## config.mk

```make
export PLATFORM = sky130hd
export DESIGN_NAME = csr_unit_flat
export DESIGN_NICKNAME = d
export VERILOG_FILES = /design/src/rtl/csr_defs.sv /design/src/rtl/csr_unit_if.sv /design/src/rtl/csr_timer.sv /design/src/rtl/csr_unit.sv /design/src/flat_wrapper.sv
export SDC_FILE = /design/constraint.sdc
export NUM_CORES = 1
export LEC_CHECK = 0
export CORE_UTILIZATION = 25
export DETAILED_ROUTE_END_ITERATION = 6
export PLACE_DENSITY_LB_ADDON = 0.15
export SLEW_MARGIN = 10
export SYNTH_ARGS = -nofsm -noshare
export SYNTH_HDL_FRONTEND = slang
export SYNTH_SLANG_ARGS = --single-unit
```

## constraint.sdc

```tcl
create_clock -name clk -period 5.45 [get_ports clk]
set_input_delay 0.8175 -clock clk [delete_from_list [all_inputs] [get_ports clk]]
set_output_delay 0.8175 -clock clk [all_outputs]
set_load 0.1 [all_outputs]
```

## src/rtl/csr_defs.sv

```systemverilog
// rtl/csr_defs.sv - shared CSR numbers, field positions and exception codes
package csr_defs;

    localparam logic [13:0] CSR_CRMD   = 14'h0000;
    localparam logic [13:0] CSR_PRMD   = 14'h0001;
    localparam logic [13:0] CSR_ECFG   = 14'h0004;
    localparam logic [13:0] CSR_ESTAT  = 14'h0005;
    localparam logic [13:0] CSR_ERA    = 14'h0006;
    localparam logic [13:0] CSR_EENTRY = 14'h000C;
    localparam logic [13:0] CSR_SAVE0  = 14'h0030;
    localparam logic [13:0] CSR_SAVE1  = 14'h0031;
    localparam logic [13:0] CSR_SAVE2  = 14'h0032;
    localparam logic [13:0] CSR_SAVE3  = 14'h0033;
    localparam logic [13:0] CSR_TID    = 14'h0040;
    localparam logic [13:0] CSR_TCFG   = 14'h0041;
    localparam logic [13:0] CSR_TVAL   = 14'h0042;
    localparam logic [13:0] CSR_TICLR  = 14'h0044;

    localparam int CRMD_IE_BIT      = 2;
    localparam int ESTAT_ECODE_LSB  = 16;
    localparam int ESTAT_ESUB_LSB   = 22;
    localparam int ESTAT_IS_TI_BIT  = 11;
    localparam int TCFG_EN_BIT      = 0;
    localparam int TCFG_PERIODIC_BIT = 1;

    localparam logic [5:0]  ECODE_SYS = 6'h0B;
    localparam logic [5:0]  ECODE_INT = 6'h00;

    // LIE bit 10 has no interrupt source behind it, so it stays read-as-zero
    localparam logic [12:0] LIE_WMASK = 13'h1BFF;

    function automatic logic [31:0] apply_wmask(input logic [31:0] old_v,
                                                input logic [31:0] mask,
                                                input logic [31:0] new_v);
        return (old_v & ~mask) | (new_v & mask);
    endfunction

endpackage

```

## src/rtl/csr_unit_if.sv

```systemverilog
// rtl/csr_unit_if.sv - pipeline-to-CSR bundle: access port, commit events, interrupt lines
interface csr_unit_if;
    logic        csr_re;
    logic [13:0] csr_num;
    logic [31:0] csr_rvalue;
    logic        csr_we;
    logic [31:0] csr_wmask;
    logic [31:0] csr_wvalue;
    logic        wb_ex;
    logic [5:0]  wb_ecode;
    logic [8:0]  wb_esubcode;
    logic [31:0] wb_pc;
    logic        ertn_flush;
    logic [7:0]  hw_int_in;
    logic [31:0] ex_entry;
    logic [31:0] ertn_pc;
    logic        has_int;

    modport master (
        output csr_re, csr_num, csr_we, csr_wmask, csr_wvalue,
        output wb_ex, wb_ecode, wb_esubcode, wb_pc, ertn_flush, hw_int_in,
        input  csr_rvalue, ex_entry, ertn_pc, has_int
    );

    modport slave (
        input  csr_re, csr_num, csr_we, csr_wmask, csr_wvalue,
        input  wb_ex, wb_ecode, wb_esubcode, wb_pc, ertn_flush, hw_int_in,
        output csr_rvalue, ex_entry, ertn_pc, has_int
    );
endinterface

```

## src/rtl/csr_timer.sv

```systemverilog
// rtl/csr_timer.sv - countdown timer holding TVAL and the enable, pulses on expiry
module csr_timer (
    input  logic        clk,
    input  logic        resetn,
    input  logic        i_tcfg_we,
    input  logic        i_new_en,
    input  logic [29:0] i_new_initval,
    input  logic        i_periodic,
    input  logic [29:0] i_initval,
    output logic [31:0] o_tval,
    output logic        o_timer_fire
);
    logic [31:0] r_tval;
    logic        r_en;

    always_ff @(posedge clk) begin
        if (!resetn) begin
            r_tval <= '0;
            r_en   <= 1'b0;
        end else if (i_tcfg_we) begin
            r_en   <= i_new_en;
            r_tval <= {i_new_initval, 2'b00};
        end else if (r_en) begin
            if (r_tval != '0)
                r_tval <= r_tval - 32'd1;
            else if (i_periodic)
                r_tval <= {i_initval, 2'b00};
            else
                r_en <= 1'b0;
        end
    end

    // A TCFG write in the expiry cycle re-arms instead of firing
    assign o_timer_fire = r_en && (r_tval == '0) && !i_tcfg_we;
    assign o_tval       = r_tval;
endmodule

```

## src/rtl/csr_unit.sv

```systemverilog
// rtl/csr_unit.sv - exception/interrupt/timer control and status register file
module csr_unit
    import csr_defs::*;
#(
    parameter logic [31:0] TID_RESET = 32'h0
) (
    input  logic      clk,
    input  logic      resetn,
    csr_unit_if.slave bus
);
    logic [1:0]  r_crmd_plv;
    logic        r_crmd_ie;
    logic        r_crmd_da;
    logic [1:0]  r_prmd_pplv;
    logic        r_prmd_pie;
    logic [12:0] r_ecfg_lie;
    logic [1:0]  r_is_sw;
    logic [7:0]  r_is_hw;
    logic        r_is_ti;
    logic [5:0]  r_ecode;
    logic [8:0]  r_esubcode;
    logic [31:0] r_era;
    logic [25:0] r_eentry;
    logic [31:0] r_save [4];
    logic [31:0] r_tid;
    logic [31:0] r_tcfg;

    logic [31:0] w_crmd, w_prmd, w_ecfg, w_estat, w_cur, w_new, w_tval;
    logic        w_wr, w_tcfg_we, w_ticlr, w_timer_fire;

    assign w_crmd  = {28'b0, r_crmd_da, r_crmd_ie, r_crmd_plv};
    assign w_prmd  = {29'b0, r_prmd_pie, r_prmd_pplv};
    assign w_ecfg  = {19'b0, r_ecfg_lie};
    assign w_estat = {1'b0, r_esubcode, r_ecode, 3'b0, 1'b0, r_is_ti, 1'b0, r_is_hw, r_is_sw};

    always_comb begin
        w_cur = '0;
        case (bus.csr_num)
            CSR_CRMD:   w_cur = w_crmd;
            CSR_PRMD:   w_cur = w_prmd;
            CSR_ECFG:   w_cur = w_ecfg;
            CSR_ESTAT:  w_cur = w_estat;
            CSR_ERA:    w_cur = r_era;
            CSR_EENTRY: w_cur = {r_eentry, 6'b0};
            CSR_SAVE0:  w_cur = r_save[0];
            CSR_SAVE1:  w_cur = r_save[1];
            CSR_SAVE2:  w_cur = r_save[2];
            CSR_SAVE3:  w_cur = r_save[3];
            CSR_TID:    w_cur = r_tid;
            CSR_TCFG:   w_cur = r_tcfg;
            CSR_TVAL:   w_cur = w_tval;
            default:    w_cur = '0;
        endcase
    end

    // Only the field slices below are stored, so non-writable bits can never change
    assign w_new     = apply_wmask(w_cur, bus.csr_wmask, bus.csr_wvalue);
    assign w_wr      = bus.csr_we && !bus.wb_ex && !bus.ertn_flush;
    assign w_tcfg_we = w_wr && (bus.csr_num == CSR_TCFG);
    assign w_ticlr   = w_wr && (bus.csr_num == CSR_TICLR) && bus.csr_wmask[0] && bus.csr_wvalue[0];

    csr_timer u_timer (
        .clk           (clk),
        .resetn        (resetn),
        .i_tcfg_we     (w_tcfg_we),
        .i_new_en      (w_new[TCFG_EN_BIT]),
        .i_new_initval (w_new[31:2]),
        .i_periodic    (r_tcfg[TCFG_PERIODIC_BIT]),
        .i_initval     (r_tcfg[31:2]),
        .o_tval        (w_tval),
        .o_timer_fire  (w_timer_fire)
    );

    always_ff @(posedge clk) begin
        if (!resetn) begin
            r_crmd_plv  <= '0;
            r_crmd_ie   <= 1'b0;
            r_crmd_da   <= 1'b1;
            r_prmd_pplv <= '0;
            r_prmd_pie  <= 1'b0;
            r_ecfg_lie  <= '0;
            r_is_sw     <= '0;
            r_is_hw     <= '0;
            r_is_ti     <= 1'b0;
            r_ecode     <= '0;
            r_esubcode  <= '0;
            r_era       <= '0;
            r_eentry    <= '0;
            for (int k = 0; k < 4; k++) r_save[k] <= '0;
            r_tid       <= TID_RESET;
            r_tcfg      <= '0;
        end else begin
            r_is_hw <= bus.hw_int_in;
            if (w_timer_fire)
                r_is_ti <= 1'b1;
            else if (w_ticlr)
                r_is_ti <= 1'b0;

            if (bus.wb_ex) begin
                r_prmd_pplv <= r_crmd_plv;
                r_prmd_pie  <= r_crmd_ie;
                r_crmd_plv  <= '0;
                r_crmd_ie   <= 1'b0;
                r_era       <= bus.wb_pc;
                r_ecode     <= bus.wb_ecode;
                r_esubcode  <= bus.wb_esubcode;
            end else if (bus.ertn_flush) begin
                r_crmd_plv <= r_prmd_pplv;
                r_crmd_ie  <= r_prmd_pie;
            end else if (w_wr) begin
                case (bus.csr_num)
                    CSR_CRMD: begin
                        r_crmd_plv <= w_new[1:0];
                        r_crmd_ie  <= w_new[CRMD_IE_BIT];
                        r_crmd_da  <= w_new[3];
                    end
                    CSR_PRMD: begin
                        r_prmd_pplv <= w_new[1:0];
                        r_prmd_pie  <= w_new[2];
                    end
                    CSR_ECFG:   r_ecfg_lie <= w_new[12:0] & LIE_WMASK;
                    CSR_ESTAT:  r_is_sw    <= w_new[1:0];
                    CSR_ERA:    r_era      <= w_new;
                    CSR_EENTRY: r_eentry   <= w_new[31:6];
                    CSR_SAVE0:  r_save[0]  <= w_new;
                    CSR_SAVE1:  r_save[1]  <= w_new;
                    CSR_SAVE2:  r_save[2]  <= w_new;
                    CSR_SAVE3:  r_save[3]  <= w_new;
                    CSR_TID:    r_tid      <= w_new;
                    CSR_TCFG:   r_tcfg     <= w_new;
                    default: ;
                endcase
            end
        end
    end

    assign bus.csr_rvalue = bus.csr_re ? w_cur : 32'h0;
    assign bus.has_int    = r_crmd_ie && ((w_estat[12:0] & r_ecfg_lie) != '0);
    assign bus.ex_entry   = {r_eentry, 6'b0};
    assign bus.ertn_pc    = r_era;
endmodule

```

## src/flat_wrapper.sv

```systemverilog
// flat-port wrapper written by rule: the top's interface ports become plain ports
module csr_unit_flat import csr_defs::*;
#(
    parameter logic [31:0] TID_RESET = 32'h0
)
  (clk, resetn, bus_csr_re, bus_csr_num, bus_csr_we, bus_csr_wmask, bus_csr_wvalue, bus_wb_ex, bus_wb_ecode, bus_wb_esubcode, bus_wb_pc, bus_ertn_flush, bus_hw_int_in, bus_csr_rvalue, bus_ex_entry, bus_ertn_pc, bus_has_int);
  csr_unit_if bus_i ();
  input  logic clk;
  input  logic resetn;
  input wire logic [$bits(bus_i.csr_re)-1:0] bus_csr_re;
  input wire logic [$bits(bus_i.csr_num)-1:0] bus_csr_num;
  input wire logic [$bits(bus_i.csr_we)-1:0] bus_csr_we;
  input wire logic [$bits(bus_i.csr_wmask)-1:0] bus_csr_wmask;
  input wire logic [$bits(bus_i.csr_wvalue)-1:0] bus_csr_wvalue;
  input wire logic [$bits(bus_i.wb_ex)-1:0] bus_wb_ex;
  input wire logic [$bits(bus_i.wb_ecode)-1:0] bus_wb_ecode;
  input wire logic [$bits(bus_i.wb_esubcode)-1:0] bus_wb_esubcode;
  input wire logic [$bits(bus_i.wb_pc)-1:0] bus_wb_pc;
  input wire logic [$bits(bus_i.ertn_flush)-1:0] bus_ertn_flush;
  input wire logic [$bits(bus_i.hw_int_in)-1:0] bus_hw_int_in;
  output wire logic [$bits(bus_i.csr_rvalue)-1:0] bus_csr_rvalue;
  output wire logic [$bits(bus_i.ex_entry)-1:0] bus_ex_entry;
  output wire logic [$bits(bus_i.ertn_pc)-1:0] bus_ertn_pc;
  output wire logic [$bits(bus_i.has_int)-1:0] bus_has_int;
  assign bus_i.csr_re = bus_csr_re;
  assign bus_i.csr_num = bus_csr_num;
  assign bus_i.csr_we = bus_csr_we;
  assign bus_i.csr_wmask = bus_csr_wmask;
  assign bus_i.csr_wvalue = bus_csr_wvalue;
  assign bus_i.wb_ex = bus_wb_ex;
  assign bus_i.wb_ecode = bus_wb_ecode;
  assign bus_i.wb_esubcode = bus_wb_esubcode;
  assign bus_i.wb_pc = bus_wb_pc;
  assign bus_i.ertn_flush = bus_ertn_flush;
  assign bus_i.hw_int_in = bus_hw_int_in;
  assign bus_csr_rvalue = bus_i.csr_rvalue;
  assign bus_ex_entry = bus_i.ex_entry;
  assign bus_ertn_pc = bus_i.ertn_pc;
  assign bus_has_int = bus_i.has_int;
  csr_unit #(.TID_RESET(TID_RESET)) u_core (.clk(clk), .resetn(resetn), .bus(bus_i));
endmodule
```

==> results of run 1 <==
[cell usage after synthesis, drive strengths merged, types with 11 or more instances]
master   count
a211o       11
a211oi      27
a21oi       99
a221oi      12
a222oi      12
a22o        20
a22oi       74
a31oi       27
and2        43
and3        22
buf         69
clkbuf      96
dfxtp      200
edfxtp     128
inv         28
mux2i       45
nand2      186
nand2b      28
nand3       71
nand3b      38
nand4       20
nor2       230
nor3        54
nor3b       15
nor4        35
o211ai      32
o21a        39
o21ai       82
o22ai       30
o2bb2ai     12
or3         13
[per-layer routing]
layer,GRT usage,vias to the layer above,routed length [um]
met5,0,-,11
met4,0.110,2,4260
met3,0.0511,212,9350
met2,0.436,1079,46100
met1,0.404,9402,45600
li1,-,7877,-
[sequential cells by signal, summed over array words and instances (netlist names)]
signal and count:
u_core.u_timer.r_en 1, u_core.bus.ertn_pc 32, u_core.r_ecfg_lie 12, u_core.r_crmd_plv 2
u_core.r_save 128, u_core.u_timer.o_tval 32, u_core.r_ecode 6, u_core.r_prmd_pplv 2
u_core.r_esubcode 9, u_core.r_is_sw 2, u_core.r_crmd_da 1, u_core.r_is_ti 1
u_core.r_eentry 26, u_core.r_prmd_pie 1, u_core.r_crmd_ie 1, u_core.r_tcfg 32
u_core.r_tid 32, u_core.r_is_hw 8
[cell families after synthesis]
| kind of cell | Yosys count | synth area share |
|---|---|---|
| AO/OA/AOI/OAI | 567 | 0.225 |
| flip-flops | 328 | 0.442 |
| other | 1 | 0.000211 |
| adder cells (fa/ha/maj) | 2 | 0.00141 |
| multiplexers | 59 | 0.0374 |
| buffers and inverters | 193 | 0.0488 |
| XOR/XNOR | 3 | 0.00148 |
| AND/OR/NAND/NOR | 806 | 0.243 |
[where the power goes]
group | switching [mW] | internal [mW]
Combinational | 0.474 | 0.220
Clock | 1.18 | 1.76
Sequential | 0.0465 | 2.61
[worst reg2reg max path, stage by stage, from the launching register on]
cell and delay [ps]:
dfxtp_1 470, nor4_2 680, nand3_1 550, o41ai_2 660, and2_1 690, buf_4 400, o21ai_0 200, a31oi_1 180
[final cells by class]
class / instances / area, um2
Timing Repair Buffer: 358 / 3620
Fill cell: 7338 / 46800
Clock buffer: 56 / 1180
Inverter: 28 / 108
Tap cell: 940 / 1180
Multi-Input combinational cell: 1443 / 9180
Antenna cell: 2 / 5.00
Sequential cell: 328 / 7850
Clock inverter: 21 / 244
[worst paths after layout]
| path | startpoint | to | slack (ps) |
|---|---|---|---|
| worst max-delay path | bus_csr_num[3] | bus_csr_rvalue[1] | 140 |
| worst min-delay path | u_core.r_tid[10]$_SDFFE_PN0P_ | u_core.r_tid[10]$_SDFFE_PN0P_ | 460 |
| worst max register to register | u_core.u_timer.o_tval[8]$_SDFFE_PN0P_ | u_core.u_timer.o_tval[23]$_SDFFE_PN0P_ | 1550 |
| worst min register to register | u_core.r_tid[10]$_SDFFE_PN0P_ | u_core.r_tid[10]$_SDFFE_PN0P_ | 460 |
[through the flow]
step | worst slack (ps) | hold slack (ps)
after global routing | 284 | 462
final | 138 | 462
after CTS | 450 | 453
after floorplan | 699 | 431
after global placement | 448 | 447
after detailed placement | 460 | 446
==> results.sh, run 1 <==
export IMPL_status="complete, but fails checks"
export IMPL_violations="design-rule violations"
export IMPL_synth_top_area_share=0.226
export IMPL_syn_area_um2=17700
export IMPL_final_min_clock_period_ps=5310
export IMPL_drt_iter0_drc=2525
export IMPL_max_freq_mhz=188
export IMPL_slowest_delay_ps=850
export IMPL_track_usage=0.287
export IMPL_core_um2=70100
export IMPL_clk_path_buf_depth=3
export IMPL_synth_seq_cells=328
export IMPL_synth_cell_types=91
export IMPL_vdd_ir_drop_max_mv=0.182
export IMPL_yosysSeqAreaShare=0.442
export IMPL_p_leak_nw=7.77
export IMPL_power_mw=6.29
export IMPL_syn_area_per_cell_um2=9.06
export IMPL_cts_resized=0
export IMPL_ios=236
export IMPL_first_global_vias=17600
export IMPL_ant_nets=0
export IMPL_final_setup_tns_ps=0
export IMPL_grt_pass1_wl_um=144000
export IMPL_die_h_um=268
export IMPL_via_per_inst=5.85
export IMPL_final_common_cell="nor2_1"
export IMPL_slowest_stage="or4b_2"
export IMPL_fin_cells=3176
export IMPL_synth_largest_area_cell="dfxtp_1"
export IMPL_yosysWarnings=0
export IMPL_placed_cells=3097
export IMPL_syn_to_final_growth_pct=31.6
export IMPL_cts_root_buf="clkbuf_16"
export IMPL_netlist_instances=1959
export IMPL_cts_tree="yes"
export IMPL_gp_congestion=0.981
export IMPL_slew_headroom=0.282
export IMPL_hold_viol=0
export IMPL_final_util=0.333
export IMPL_post_cts_buffers=0
export IMPL_end_kind="output pin"
export IMPL_route_vias_total=18600
export IMPL_rows=97
export IMPL_stdcell_area_um2=23400
export IMPL_cpLargestDelayFamily="simple AND/OR/NAND/NOR gates"
export IMPL_crit_fanout=10
export IMPL_synth_area_leaders="dfxtp_1 23%, edfxtp_1 22%, nor2_1 4.8%, nand2_1 3.9%, a22oi_1 3.1%"
export IMPL_port_buffers=229
export IMPL_holdPathStages=2
export IMPL_path_buf_inv=3
export IMPL_synth_ff_type="dfxtp_1"
export IMPL_reg2regPathDepth=7
export IMPL_hold_class="register to register"
export IMPL_drc_errors=4
export IMPL_rsz0062_at_grt="false"
export IMPL_dieArea_um2=72100
export IMPL_clock_sinks=328
export IMPL_maxCapViolCount=0
export IMPL_overflow=0
export IMPL_htree_levels=2
export IMPL_worst_slew_pin_slew_ps=1070
export IMPL_drive_gt1_frac=0.135
export IMPL_grt_max_degree=73
export IMPL_layout_common_cells="228 x nor2_1, 200 x dfxtp_1, 193 x clkdlybuf4s50_1"
export IMPL_wire_per_inst_um=33.2
export IMPL_final_period_utilization=0.975
export IMPL_dpl_hpwl_um=77100
export IMPL_skew_ps=16.6
export IMPL_drtPass1Iterations=7
export IMPL_post_dp_cell_area_um2=21900
export IMPL_synth_edf_count=128
export IMPL_critPathLaunchType="input pin"
export IMPL_drt_wl_total_um=105000
export IMPL_cp_data_arrival_time_ps=4490
export IMPL_die_w_um=268
export IMPL_report_final_setup_viol=0
export IMPL_antenna_found_initial=1
export IMPL_clkLatencyLatePin_ps=580
export IMPL_crit_chain="clkdlybuf4s50_1, or4b_2, nor3_1, o31ai_1, a21oi_1, buf_4, buf_12"
export IMPL_path_clk_slew_ps=50
export IMPL_power_density_nw_per_um2=269
export IMPL_worstPathRequired_ps=4630
export IMPL_synth_async_sr_flop_share=0
export IMPL_initial_utilization=0.253
export IMPL_critical_path_depth=7
export IMPL_nets=2342
export IMPL_finalMaxSlewViolations=0
export IMPL_cts_hold_buffers_added=0
export IMPL_cts_buffers=42
export IMPL_critical_path_class="input pin to output pin"
Note: power is estimated with default switching activity, not from simulation.
==> run 2, diff against run 1 <==
--- a/config.mk
+++ b/config.mk
@@ -6,9 +6,11 @@
 export NUM_CORES = 1
 export LEC_CHECK = 0
 export CORE_UTILIZATION = 25
+export CTS_CLUSTER_DIAMETER = 150
 export DETAILED_ROUTE_END_ITERATION = 6
 export PLACE_DENSITY_LB_ADDON = 0.15
 export SLEW_MARGIN = 10
 export SYNTH_ARGS = -nofsm -noshare
 export SYNTH_HDL_FRONTEND = slang
+export SYNTH_HIERARCHICAL = 1
 export SYNTH_SLANG_ARGS = --single-unit
==> results.sh, run 2 <==
export IMPL_status="completed"
export IMPL_end_kind="output pin"
export IMPL_pre_cts_ws_ps=532
export IMPL_synth_async_sr_flop_share=0
export IMPL_grt_pass1_wl_um=124000
export IMPL_worstPathRequired_ps=4630
export IMPL_port_buffers=229
export IMPL_final_min_clock_period_ps=5000
export IMPL_synth_seq_cells=328
export IMPL_overflow=0
export IMPL_final_setup_tns_ps=0
export IMPL_antenna_cells=0
export IMPL_die_h_um=266
export IMPL_first_global_vias=16500
export IMPL_rsz0062_at_grt="false"
export IMPL_final_util=0.326
export IMPL_via_per_inst=5.59
export IMPL_clkLatencyLatePin_ps=580
export IMPL_top_register="u_core/r_save"
export IMPL_nets=2222
export IMPL_cts_buffers=40
export IMPL_maxCapViolCount=0
export IMPL_antenna_found_initial=2
export IMPL_report_final_setup_viol=0
export IMPL_synth_area_leaders="dfxtp_1 23%, edfxtp_1 22%, nor2_1 4.8%, mux2i_1 3.4%, o21ai_0 3.3%"
export IMPL_track_usage=0.242
export IMPL_gp_congestion=0.915
export IMPL_crit_fanout=22
export IMPL_hold_viol=0
export IMPL_slew_headroom=0.253
export IMPL_post_cts_buffers=0
export IMPL_maxUsedRoutingLayer="met4"
export IMPL_synth_most_common_cell="nor2_1"
export IMPL_cp_data_arrival_time_ps=4180
export IMPL_critPathLaunchType="input pin"
export IMPL_dieArea_um2=70600
export IMPL_core_um2=68700
export IMPL_largest_register_ffs=128
export IMPL_power_density_nw_per_um2=269
export IMPL_syn_area_um2=17400
export IMPL_route_met2_wl_um=40700
export IMPL_htree_levels=2
export IMPL_layout_common_cells="222 x nor2_1, 200 x dfxtp_1, 193 x clkdlybuf4s50_1"
export IMPL_wire_per_inst_um=28.7
export IMPL_final_period_utilization=0.917
export IMPL_r2r_setup_slack_ps=1830
export IMPL_yosysSeqAreaShare=0.451
export IMPL_hold_end="u_core/r_ecfg_lie[12]$_SDFFE_PN0P_"
export IMPL_synth_cell_types=102
export IMPL_finalMaxSlewViolations=0
export IMPL_multiInputGateArea_um2=8610
export IMPL_cts_tree="yes"
export IMPL_synth_edf_count=128
export IMPL_hold_class="register to register"
export IMPL_final_common_cell="nor2_1"
export IMPL_power_mw=6.03
export IMPL_initial_utilization=0.253
export IMPL_cts_resized=0
export IMPL_yosysWarnings=6
export IMPL_clk_path_buf_depth=3
export IMPL_cts_hold_buffers_added=0
export IMPL_hold_path_startpoint="u_core/r_ecfg_lie[12]$_SDFFE_PN0P_"
export IMPL_clock_sinks=328
export IMPL_worstReg2RegEnd="u_core/u_timer/o_tval[24]$_SDFFE_PN0P_"
export IMPL_n_fill_cell=7258
export IMPL_route_vias_total=17000
export IMPL_synth_top_area_share=0.230
export IMPL_syn_area_per_cell_um2=9.27
export IMPL_syn_to_final_growth_pct=28.9
export IMPL_critical_path_class="input pin to output pin"
export IMPL_max_freq_mhz=200
export IMPL_grt_max_degree=48
export IMPL_drt_wl_total_um=87200
export IMPL_vdd_ir_drop_max_mv=0.181
export IMPL_die_w_um=266
export IMPL_synth_largest_area_cell="dfxtp_1"
export IMPL_ant_nets=0
export IMPL_synth_ff_type="dfxtp_1"
export IMPL_drtPass1Iterations=5
export IMPL_path_clk_slew_ps=70
export IMPL_synth_common_cells="224 x nor2_1, 200 x dfxtp_1, 128 x edfxtp_1"
export IMPL_placed_cells=2970
export IMPL_met1Wirelength_um=37900
export IMPL_final_seq_area_um2=7850
export IMPL_drc_errors=0
export IMPL_netlist_instances=1876
export IMPL_dpl_hpwl_um=62900
export IMPL_p_leak_nw=7.85
export IMPL_drive_gt1_frac=0.133
export IMPL_finalWorstSetupSlack_ps=452
export IMPL_holdPathStages=2
export IMPL_ios=236
export IMPL_fin_cells=3044
export IMPL_rows=96
export IMPL_worst_slew_pin_slew_ps=1120
export IMPL_skew_ps=22.8
export IMPL_cts_root_buf="clkbuf_16"
export IMPL_drt_iter0_drc=1906
export IMPL_dr_wl_met3_um=5590
export IMPL_regToRegStartpoint="u_core/u_timer/o_tval[16]$_SDFFE_PN0P_"
export IMPL_reg2regPathDepth=7
run 2: worst max-delay path by stage:
stage,cells after the start,end,startpoint
finish,8,bus_csr_rvalue[1],bus_csr_num[6]
global route,7,bus_csr_rvalue[1],bus_csr_num[3]
CTS,8,bus_csr_rvalue[1],bus_csr_num[6]
detailed placement,8,bus_csr_rvalue[1],bus_csr_num[6]
global placement,8,bus_csr_rvalue[1],bus_csr_num[6]
floorplan,5,u_core/r_save[2][0]$_SDFFCE_PN0P_,bus_csr_num[9]
run 2: per-layer routing:
layer,vias to the layer above,GRT usage
li1,7518,-
met1,8574,0.326
met2,797,0.393
met3,131,0.0330
met4,0,0.0870
met5,-,0
run 2: through the flow:
stage / instance area (um2) / hold WS, ps
detailed placement: 21100 / 443
global placement: 21100 / 434
floorplan: 17400 / 427
global route: 22400 / 466
finish: 22400 / 451
CTS: 22400 / 450
run 2: layout make-up:
class                   count  share of cell area
flip-flops and latches    328               0.350
clock buffers              60              0.0530
inverters                  48             0.00809
repair buffers            321               0.147
multi-input cells        1342               0.384
well taps                 931              0.0520
clock inverters            14             0.00580
run 2: cells by family (layout without fill, tap and decap cells):
family / count (synthesis) / after routing / share of synthesized area
compound gates: 583 / 583 / 0.229
xor+xnor: 14 / 14 / 0.00705
fa+ha+maj: 2 / 2 / 0.00144
buf+inv: 211 / 443 / 0.0600
flops: 328 / 328 / 0.451
mux: 80 / 80 / 0.0560
other cells: 1 / 6 / 0.000216
simple gates: 657 / 657 / 0.195
run 2: power by group:
group / internal [mW] / switching (mW)
Combinational: 0.220 / 0.452
Clock: 1.57 / 1.15
Sequential: 2.61 / 0.0345
run 2: critical path, cell delays in order:
cell and delay, ps:
clkdlybuf4s50_1 490, buf_4 270, or4b_4 670, nor3_2 890
a22oi_1 360, o31ai_1 180, and3_1 290, buf_12 200
